==> config.mk <==
export PLATFORM = sky130hd
export DESIGN_NAME = frame_capture256
export DESIGN_NICKNAME = d
export VERILOG_FILES = /design/src/rtl/frame_capture256.sv
export SDC_FILE = /design/constraint.sdc
export NUM_CORES = 1
export LEC_CHECK = 0
export ABC_AREA = 1
export ABC_CLOCK_PERIOD_IN_PS = 8370
export BUFFER_PORTS_ARGS = -buffer_cell sky130_fd_sc_hd__buf_4
export CAP_MARGIN = 5
export CORE_AREA = 2 2 214 216
export DETAILED_ROUTE_END_ITERATION = 8
export DIE_AREA = 0 0 216 218
export GPL_ROUTABILITY_DRIVEN = 0
export PLACE_DENSITY = 0.61
export SLEW_MARGIN = 30
export SYNTH_ARGS = -nofsm -noshare
export SYNTH_HDL_FRONTEND = slang
export SYNTH_SLANG_ARGS = --single-unit
==> constraint.sdc <==
create_clock -name clk_i -period 8.37 [get_ports clk_i]
set_input_delay 1.2555 -clock clk_i [delete_from_list [all_inputs] [get_ports clk_i]]
set_output_delay 1.2555 -clock clk_i [all_outputs]
set_load 0.005 [all_outputs]
==> src/rtl/frame_capture256.sv <==
// frame_capture256: counts bits shifted into the companion SIPO, detects frame
// completion, and holds the completed frame for the decoder core behind a
// valid/ready handshake. It also flags dropped frames and counts captured frames.
//
// state | meaning
// ------+---------------------------------------------------------------
// FILL  | counting shifts of the current frame
// CAPT  | last bit landed on the previous edge; par_in_i holds the frame
module frame_capture256 #(
  parameter int SIZE  = 256,
  parameter int CNT_W = 8
) (
  input  logic             clk_i,
  input  logic             clear_i,
  input  logic             shift_en_i,
  input  logic [SIZE-1:0]  par_in_i,
  input  logic             flush_i,
  output logic [SIZE-1:0]  word_out_o,
  output logic             word_valid_o,
  input  logic             word_ready_i,
  output logic             overrun_o,
  output logic [CNT_W-1:0] bit_count_o,
  output logic [15:0]      frame_cnt_o
);

  typedef enum logic {
    FILL = 1'b0,
    CAPT = 1'b1
  } state_e;

  localparam logic [CNT_W-1:0] LAST_BIT = CNT_W'(SIZE - 1);

  state_e           state_q, state_d;
  logic [CNT_W-1:0] bit_count_q, bit_count_d;
  logic [SIZE-1:0]  word_q, word_d;
  logic             valid_q, valid_d;
  logic             overrun_q, overrun_d;
  logic [15:0]      frame_cnt_q, frame_cnt_d;
  logic             accept;

  assign accept = valid_q & word_ready_i;

  // State register and all output registers; clear discards everything at once.
  always_ff @(posedge clk_i or posedge clear_i) begin
    if (clear_i) begin
      state_q     <= FILL;
      bit_count_q <= '0;
      word_q      <= '0;
      valid_q     <= 1'b0;
      overrun_q   <= 1'b0;
      frame_cnt_q <= '0;
    end else begin
      state_q     <= state_d;
      bit_count_q <= bit_count_d;
      word_q      <= word_d;
      valid_q     <= valid_d;
      overrun_q   <= overrun_d;
      frame_cnt_q <= frame_cnt_d;
    end
  end

  // Next-state: bit counting, frame completion, capture/overrun and handshake.
  always_comb begin
    state_d     = state_q;
    bit_count_d = bit_count_q;
    word_d      = word_q;
    valid_d     = valid_q;
    overrun_d   = overrun_q;
    frame_cnt_d = frame_cnt_q;

    // An accepted word retires unless a capture reloads it below.
    if (accept) begin
      valid_d = 1'b0;
    end

    if (flush_i) begin
      // Abort the partial frame; a pending capture is cancelled silently.
      bit_count_d = '0;
      state_d     = FILL;
    end else begin
      // Shifts during CAPT already belong to the next frame.
      if (shift_en_i) begin
        bit_count_d = bit_count_q + CNT_W'(1);
      end
      unique case (state_q)
        FILL: begin
          if (shift_en_i && (bit_count_q == LAST_BIT)) begin
            state_d = CAPT;
          end
        end
        CAPT: begin
          state_d = FILL;
          if (!valid_q || accept) begin
            word_d      = par_in_i;
            valid_d     = 1'b1;
            frame_cnt_d = frame_cnt_q + 16'd1;
          end else begin
            overrun_d = 1'b1;
          end
        end
        default: state_d = FILL;
      endcase
    end
  end

  assign word_out_o   = word_q;
  assign word_valid_o = valid_q;
  assign overrun_o    = overrun_q;
  assign bit_count_o  = bit_count_q;
  assign frame_cnt_o  = frame_cnt_q;

endmodule

Word level (Yosys, flattened, before mapping)
Index checks and enable logic that the tools add are counted.
{ "totals": {"ff_bits": 283, "wordCells": 28} }
{ "classes": {"add_sub_neg": 2, "eq_ne": 1, "muxes": 9, "bitwise": 4, "n_reduce_logical": 6} }
{ "op_table": {"columns": ["cell", "n"], "rows": [
  ["$add A16 B1 Y16 const B", 1],
  ["$mux W8", 2],
  ["$add A8 B1 Y8 const B", 1],
  ["$eq A8 B8 Y1 const B", 1],
  ["$mux W1", 6],
  ["$reduce_and A3 Y1", 2],
  ["$not A1 Y1", 3],
  ["$pmux W1 S2", 1],
  ["$reduce_bool A2 Y1", 1],
  ["$and A1 B1 Y1", 1],
  ["$logic_and A1 B1 Y1", 1],
  ["$logic_not A1 Y1", 1],
  ["$logic_or A1 B1 Y1", 1]
]} }

Logic depth before layout (Yosys ltp)
{ "depth": {"depth_word": 5, "depth_mapped": 8, "depth_no_buf": 8} }

Least setup slack after synthesis
OpenSTA, ideal clock, no wires.
{ "synth_timing": {"kind": "input to register", "start": "input port flush_i", "end": "register frame_cnt_q[15] (netlist: frame_cnt_o[15])", "setup_ns": 0.065, "arrival_time_ns": 2.043, "required_ns": 8.305, "slack_ns": 6.261, "stages": 8, "cell_sequence": "inv_2 -> nand2_2 -> nor2_4 -> buf_4 -> nand2_1 -> nor2_1 -> nand3_1 -> nand2_1"} }
{ "synth_via": {"elab_chain_cells": 2} }
{ "synth_rtl": {"columns": ["element", "line_no", "rtl"], "rows": [
  ["from (decl)", "17", "input logic flush_i,"],
  ["$not A1 Y1 (no line)", null, null],
  ["$reduce_and A3 Y1 (no line)", null, null],
  ["to (signal assigned)", "58", "frame_cnt_q <= frame_cnt_d;"],
  ["to (decl)", "38", "logic [15:0] frame_cnt_q, frame_cnt_d;"]
]} }
No other way between the ends.
A chain may end at the register's enable or synchronous reset.

Worst setup path after layout
{ "layout_timing": {"start": "input port flush_i", "end": "register word_q[165] (netlist: word_out_o[165])"} }
{ "layout_via": {"elab_chain_cells": 2} }
{ "layout_rtl": {"columns": ["element", "line_no", "rtl"], "rows": [
  ["$not A1 Y1 (no line)", null, null],
  ["$reduce_and A3 Y1 (no line)", null, null],
  ["to (signal assigned)", "55", "word_q <= word_d;"],
  ["to (decl)", "35", "logic [SIZE-1:0] word_q, word_d;"]
]} }
No other way between the ends.

==> key figures <==
Status
  – Outcome: complete, no violations

Critical path
  – Setup slack, reg-to-reg: 5970 ps
  – Slowest CP cell: buf_6
  – Critical-path cell list: buf_4, inv_2, nand2_2, nor2_4, buf_4, buf_6, nand2_1, nand2_1
  – Reg2reg path depth: 7
  – Crit end category: register
  – Worst R2R End: word_out_o[165]
  – Critical path arrival: 3470 ps
  – Critical path type: in2reg
  – Crit start category: input pin
  – Crit-path max FO: 106
  – CP required: 8830 ps
  – Crit path max-delay family: buffers and inverters
  – Slowest stage delay, CP: 600 ps
  – Levels on crit path: 8
  – R2R Path Start: word_valid_o
  – Worst path bufs/invs: 4

Timing
  – Pin slew with the least headroom to its limit: 921 ps
  – Fin. Hold Viols: 0
  – Final Critical Period: 3000 ps
  – F_max: 333 MHz
  – Period utilization: 35.9%
  – Max-slew headroom: 38.6%
  – Total negative slack: 0 ps
  – Slew Limit Fails: 0
  – Skew final: 9.02 ps
  – Fin Hold WS: 476 ps
  – RSZ-0062 raised after global routing: no
  – Final setup vio count: 0

Placed design
  – Input/output buffers: 542
  – Placement Cell Area: 15600 sq um
  – Placed wire-length estimate: 26.7 mm
  – Dpl cells: 2344

Global route
  – Largest net degree at the start of global routing: 150
  – Vias in the first global route: 10000
  – GRT Total Usage: 15.3%
  – GRT overflow: 0
  – Antenna violations before repair: 7
  – Global-route wire length before repair: 56.8 mm

CTS
  – Later-pin clock latency in the skew report: 520 ps
  – CTS max path bufs: 3
  – # hold bufs at CTS: 0
  – CTS clk-pin slew, worst paths: 60 ps
  – Clock Sinks: 283
  – CTS tree: built
  – H-tree levels: 2
  – Root buffer cell: clkbuf_16
  – Inserted Clock Buffers: 35
  – Resized cells post-CTS: 0
  – Post-CTS Setup Repair Bufs: 0

Yosys
  – Synth top area cells: dfrtp_1 65%, nand2_1 28%, buf_2 2.0%
  – Synthesized instance count: 1250
  – Seq/Total Area, Yosys: 64.7%
  – Syn Std Cell Area: 10900 sq um
  – YS warnings: 0
  – Syn Nets: 1513
  – Synth top area share: 64.7%
  – Leading area contributor after synthesis: dfrtp_1
  – Post-Syn Area per Cell: 8.76 sq um
  – Netlist cell types: 24
  – Count of state elements after synthesis: 283

Power and ir drop
  – Static leakage: 9.75 nW
  – Pwr per Cell Area: 178 nW/um^2
  – Maximum VDD drop: 107 uV

Detailed routing
  – DR iter-0 viols: 662
  – DR pass1 iterations: 5
  – Residual DRC: 0
  – WL/cell: 15.4 um
  – Vias per Instance: 4.18
  – WL final: 37.1 mm
  – Vias post-DR: 10100
  – DRT antenna net count: 0

Layout
  – Design Area, Final: 16700 sq um
  – Fill cell count: 4639
  – Area delta synth->final: 52.5%
  – Most frequent cells in the layout: 816 x nand2_1, 546 x buf_4, 283 x dfrtp_1, 36 x clkbuf_16, 24 x inv_1
  – Share of cells above drive strength 1: 33.8%
  – Final Net Count: 2044
  – Most common cell after layout, fill and taps aside: nand2_1
  – Cell Count, Final, Fillers Out: 2407

Job
  – # Max-Cap Violations: 0

Floorplanning
  – IO Pins: 543
  – Starting density of the core: 24.4%
  – Die W: 216 um
  – Core area: 44900 sq um
  – DIE HEIGHT: 218 um
  – # rows: 78
  – Die area: 47100 sq um

Worst hold path
  – Hold Path End: word_out_o[249]
  – Worst Hold Depth: 2
  – Tightest Hold Check Type: reg2reg
  – Hold path start: word_out_o[249]
[synth_stat cells, drive strengths merged]
cell	n
a211oi	1
a21oi	5
buf	50
clkbuf	6
dfrtp	283
ha	2
inv	26
nand2	818
nand3	17
nand3b	1
nand4	7
nor2	17
nor3	3
nor4	1
o21ai	4
o21bai	1
xnor2	6
xor2	2
[metrics by stage]
stage	setup WS (ps)	util [%]	power [mW]
global route	5170	37.2	3.09
floorplan	3370	-	1.42
detailed placement	4840	34.7	1.53
global placement	4670	34.7	1.53
CTS	5410	37.1	3.02
finish	5370	37.2	2.97
[cells by family after synthesis]
group | Yosys count | share of synthesized area, %
adder cells (fa/ha/maj) | 2 | 0.229
flip-flops | 283 | 64.7
XOR/XNOR | 8 | 0.640
AND/OR/NAND/NOR | 864 | 30.3
AO/OA/AOI/OAI | 11 | 0.549
buffers and inverters | 82 | 3.54
[worst max path at each step]
stage | start | slack, ps | endpoint
floorplan | clear_i | 3370 | bit_count_o[0]
global placement | flush_i | 4670 | word_out_o[196]
detailed placement | flush_i | 4840 | word_out_o[174]
CTS | flush_i | 5410 | word_out_o[174]
global route | flush_i | 5170 | word_out_o[164]
finish | flush_i | 5370 | word_out_o[165]
[tightest hold or removal path: cells and delay by family, from the launching register on]
kind,cells,cell delay [ps]
simple gates,2,100
flops,1,340
[layer usage]
layer  track usage (%)  part of all wire, %  up-vias
met3              5.82                  9.8       62
met4              5.07                  2.5        8
met2              25.3                   48      430
met1              18.3                   40     4723
met5                 0                 0.13        -
li1                  -                    -     4844
[power breakdown]
part           switching (mW)  internal (mW)  leakage (nW)  total, mW
registers             0.00215           1.37          3.94       1.37
logic                  0.0513         0.0805          5.27      0.132
clock network           0.597          0.867         0.535       1.46
[registers in the layout, indices dropped and copies added (netlist names)]
register	count
word_out_o	256
frame_cnt_o	16
state_q	1
bit_count_o	8
overrun_o	1
word_valid_o	1
[area by class of cell]
| cell class | count | area [sq um] | area share, % |
|---|---|---|---|
| clock inverter | 11 | 106 | 0.637 |
| inverter | 26 | 101 | 0.607 |
| tap | 600 | 751 | 4.50 |
| multi-input combinational | 885 | 3490 | 20.9 |
| sequential | 283 | 7080 | 42.4 |
| antenna | 3 | 7.51 | 0.0450 |
| timing repair buffer | 550 | 4150 | 24.9 |
| clock buffer | 49 | 1000 | 5.99 |
Power figures use the tool's default switching activity.
